File: config.mk
export PLATFORM = sky130hd
export DESIGN_NAME = demux16_router
export DESIGN_NICKNAME = d
export VERILOG_FILES = /design/src/rtl/demux16_router.sv
export SDC_FILE = /design/constraint.sdc
export NUM_CORES = 1
export LEC_CHECK = 0
export ABC_AREA = 1
export CAP_MARGIN = 25
export CORE_MARGIN = 10
export CORE_UTILIZATION = 50
export DETAILED_ROUTE_END_ITERATION = 10
export PLACE_DENSITY = 0.83
export SLEW_MARGIN = 20
export SYNTH_ARGS = -nofsm -noshare
export SYNTH_HDL_FRONTEND = slang
export SYNTH_SLANG_ARGS = --single-unit
File: constraint.sdc
create_clock -name clk -period 2.4 [get_ports clk]
set_input_delay 0.72 -clock clk [delete_from_list [all_inputs] [get_ports clk]]
set_output_delay 0.72 -clock clk [all_outputs]
set_load 0.01 [all_outputs]
File: src/rtl/demux16_router.sv
// demux16_router: registered 1-to-3 demultiplexer with a valid/ready handshake on each output.
// in_sel selects the destination: 00 -> A, 01 -> B, 10 -> C, 11 -> discard.
// Each destination is a one-entry output register. It can drain and refill in the same cycle,
// so every slot sustains one word per cycle.
// Optional feature macro: DEMUX16_DROP_CNT_EN adds a saturating count of discarded transfers.
// When the macro is undefined, drop_cnt is tied to zero.
module demux16_router #(
  parameter int unsigned WIDTH = 16
) (
  input  logic             clk,
  input  logic             rst,
  input  logic [WIDTH-1:0] in_data,
  input  logic [1:0]       in_sel,
  input  logic             in_valid,
  output logic             in_ready,
  output logic [WIDTH-1:0] out_a,
  output logic [WIDTH-1:0] out_b,
  output logic [WIDTH-1:0] out_c,
  output logic             out_a_valid,
  output logic             out_b_valid,
  output logic             out_c_valid,
  input  logic             out_a_ready,
  input  logic             out_b_ready,
  input  logic             out_c_ready,
  output logic [7:0]       drop_cnt
);

  logic [WIDTH-1:0] r_a_data, r_b_data, r_c_data;
  logic             r_a_valid, r_b_valid, r_c_valid;

  logic w_free_a, w_free_b, w_free_c;
  logic w_accept;
  logic w_fill_a, w_fill_b, w_fill_c;
  logic w_drop;

  // A slot can take new data when it is empty or is being consumed this cycle.
  always_comb begin
    w_free_a = !r_a_valid || out_a_ready;
    w_free_b = !r_b_valid || out_b_ready;
    w_free_c = !r_c_valid || out_c_ready;
  end

  // in_ready depends only on the select and the state of the selected slot, never on in_valid.
  always_comb begin
    in_ready = 1'b0;
    unique case (in_sel)
      2'b00:   in_ready = w_free_a;
      2'b01:   in_ready = w_free_b;
      2'b10:   in_ready = w_free_c;
      default: in_ready = 1'b1;
    endcase
  end

  // Decode which slot is filled by an accepted transfer.
  always_comb begin
    w_accept = in_valid && in_ready;
    w_fill_a = w_accept && (in_sel == 2'b00);
    w_fill_b = w_accept && (in_sel == 2'b01);
    w_fill_c = w_accept && (in_sel == 2'b10);
    w_drop   = w_accept && (in_sel == 2'b11);
  end

  // Slot registers. A fill wins over a drain, so a simultaneous drain and fill keeps valid high.
  // A drain clears only the valid bit and leaves the data in place.
  always_ff @(posedge clk) begin
    if (rst) begin
      r_a_data  <= '0;
      r_b_data  <= '0;
      r_c_data  <= '0;
      r_a_valid <= 1'b0;
      r_b_valid <= 1'b0;
      r_c_valid <= 1'b0;
    end else begin
      if (w_fill_a) begin
        r_a_data  <= in_data;
        r_a_valid <= 1'b1;
      end else if (r_a_valid && out_a_ready) begin
        r_a_valid <= 1'b0;
      end
      if (w_fill_b) begin
        r_b_data  <= in_data;
        r_b_valid <= 1'b1;
      end else if (r_b_valid && out_b_ready) begin
        r_b_valid <= 1'b0;
      end
      if (w_fill_c) begin
        r_c_data  <= in_data;
        r_c_valid <= 1'b1;
      end else if (r_c_valid && out_c_ready) begin
        r_c_valid <= 1'b0;
      end
    end
  end

`ifdef DEMUX16_DROP_CNT_EN
  logic [7:0] r_drop_cnt;

  // Count discarded transfers, saturating at 8'hFF. Only rst clears the count.
  always_ff @(posedge clk) begin
    if (rst) begin
      r_drop_cnt <= 8'h00;
    end else if (w_drop && (r_drop_cnt != 8'hFF)) begin
      r_drop_cnt <= r_drop_cnt + 8'h01;
    end
  end

  // Present the discard count.
  always_comb drop_cnt = r_drop_cnt;
`else
  logic w_unused_drop;

  // Without the counter, drop_cnt is tied to zero.
  always_comb begin
    w_unused_drop = w_drop;
    drop_cnt      = 8'h00;
  end
`endif

  // Present the slot registers on the output ports.
  always_comb begin
    out_a       = r_a_data;
    out_b       = r_b_data;
    out_c       = r_c_data;
    out_a_valid = r_a_valid;
    out_b_valid = r_b_valid;
    out_c_valid = r_c_valid;
  end

endmodule

==> results.cfg <==
[place]
dp_hpwl_mm = 5.441
portBuffers = 75
gp_congestion = 0.8416
dpl_cell_area_um2 = 3448

[setup_path]
cp-end-kind = primary output
rr_worst_depth = 9
r2r_start = out_b_valid
start_kind = input port
r2r_end = out_c[10]
regToRegSetupSlack_ns = 0.78
critical_path_required_ns = 1.68
critPathMaxFanout = 2
endpoint = in_ready
cp_data_arrival_time_ns = 1.61
crit_type = input port to primary output
crit_path_start = out_b_ready

[die]
core_area_um2 = 5107
die_y_um = 92.73
io_pins = 84
rows = 26
die_w_um = 92.73
die-area_um2 = 8599
initial_core_util_pct = 51.79

[drt]
vias_per_cell = 4.625
firstDrtPassIters = 4
drtAntennaViolNets = 0
drt_iter0_markers = 128
wirelength_mm = 7.279
vias = 2567
drc = 0
wl_per_cell_um = 13.12

[timing]
tightest_slew_ns = 0.5123
skew_ns = 0.01015
fin_crit_ns = 2.332
holdWs_ns = 0.4889
max-slew-margin-rel_pct = 65.84
fmax_mhz = 428.9
setup_tns_ns = 0
final-max-slew-violation-count = 0
post-route-period-util_pct = 97.16
grt_setup_unrepaired = no
finalSetupViolations = 0
hold_viol = 0

[power]
ir_worst_vdd_v = 0.0004575
totalPowerFinal_uw = 1833
p_leak_uw = 0.001733
power.density_nw_per_um2 = 518.0

[cells_and_area]
syn2layout_area_growth_pct = 33.82
fillers = 477
layout_common_cells = inv_1, nand2_1, clkdlybuf4s50_1
drive_above_1_share_pct = 7.629
final_nets = 508
fin_area_um2 = 3540
final_common_cell = inv_1
utilization_pct = 69.30
diodes = 0

[synth]
yosysWarnings = 0
ys_ff_latch = 51
yosysSeqAreaShare_pct = 38.60
synth_cell_type_count = 21
synthCells = 409
syn_area_per_cell_um2 = 6.467
syn-cell-area_um2 = 2645

[clock_tree]
insertion_delay_ns = 0.31
clockBufferDepth = 2
htreeDepth = 2
numCtsBuffers = 5
cts_tree = done
clk_pin_slew_ns = 0.10
numClockSinks = 51
cts_root_buf = clkbuf_8

[status]
status = finished, final reports clean

[global_route]
grt_pass1_vias = 2531
grt_max_degree = 52
grt_overflow = 0
antenna_found_initial = 0
grt_pass1_wl_mm = 11.90
track_usage_pct = 16.76

[flow_run]
drv_cap = 0

[hold_path]
hold_path_class = register to register
==> sequential cells by signal, indices dropped and copies added (netlist names) <==
register and cells:
out_a 16, out_c 16, out_b_valid 1, out_a_valid 1, out_c_valid 1, out_b 16
==> cell families after synthesis <==
kind of cell,count (synthesis),share of synthesized area [%]
AOI/OAI and AO/OA,4,0.8987
buffers and inverters,148,23.41
other,1,0.1418
and+or+nand+nor,205,36.94
DFF,51,38.60
==> stage by stage <==
stage | setup WS (ns) | instances
final | 0.06822 | 555
after global routing | 0.01370 | 555
after CTS | 0.06446 | 555
after detailed placement | -0.5387 | 547
after global placement | -0.4696 | 547
after floorplan | 0.3015 | 416
==> routing by layer <==
metal / vias up / global-route usage (%) / share of wire [%]
met1: 1139 / 19.77 / 45
met4: 0 / 5.913 / 1.8
met2: 85 / 27.18 / 46
met5: - / 0 / 0
met3: 11 / 6.376 / 7.7
li1: 1332 / - / -
==> synth_stat cells <==
library cell / instances / share of area (%)
buf_6: 3 / 1.3
buf_1: 6 / 0.85
nand3_1: 1 / 0.19
buf_4: 8 / 2.3
clkbuf_1: 4 / 0.57
nor2_4: 1 / 0.43
nor2_1: 48 / 6.8
nor2_8: 1 / 0.76
nand2_2: 1 / 0.24
nand2_1: 99 / 14
conb_1: 1 / 0.14
nor2_2: 1 / 0.24
inv_1: 117 / 17
o21ai_2: 1 / 0.33
buf_2: 9 / 1.7
inv_2: 1 / 0.14
nand4_1: 48 / 11
or2_2: 1 / 0.24
a21oi_1: 3 / 0.57
dfxtp_1: 51 / 39
nand3_4: 4 / 2.6
==> timing repair <==
| item | in CTS | in global routing |
|---|---|---|
| gates resized for setup | 6 | 0 |
| buffers inserted | 0 | 0 |
| endpoints found under the setup margin | 1 | 0 |
| hold buffers | 0 | 0 |
==> power by group <==
group / leakage [uW] / internal [uW] / switching [uW]
Sequential: 0.000416 / 886 / 20.5
Clock: 0.0000474 / 236 / 304
Combinational: 0.00127 / 173 / 214
==> layout make-up <==
cell class                 instances  area (um^2)  area share, %
clock buffer                       6        82.58          2.333
clock inverter                     2        16.27         0.4595
inverter                         118        442.9          12.51
multi-input combinational        217         1031          29.13
sequential                        51         1021          28.84
tap                               70        87.58          2.474
timing repair buffer              91        858.3          24.25
==> worst min-delay path by stage <==
| stage | from | endpoint | slack [ns] | depth (start not counted) |
|---|---|---|---|---|
| 3_3_place_gp | out_b_valid | out_b_valid | 0.47 | 2 |
| 6_report | out_b_valid | out_b_valid | 0.49 | 2 |
| 5_1_grt | out_b_valid | out_b_valid | 0.54 | 2 |
| 3_5_place_dp | out_b_valid | out_b_valid | 0.47 | 2 |
| 2_1_floorplan | out_b_valid | out_b_valid | 0.49 | 2 |
| 4_1_cts | out_b_valid | out_b_valid | 0.49 | 2 |
==> worst max-delay path, cell delays in order <==
cell	delay (ns)
clkdlybuf4s50_1	0.45
inv_1	0.05
nand3_1	0.08
nand2_1	0.09
nand3_4	0.09
buf_2	0.13
Power figures use the tool's default switching activity.
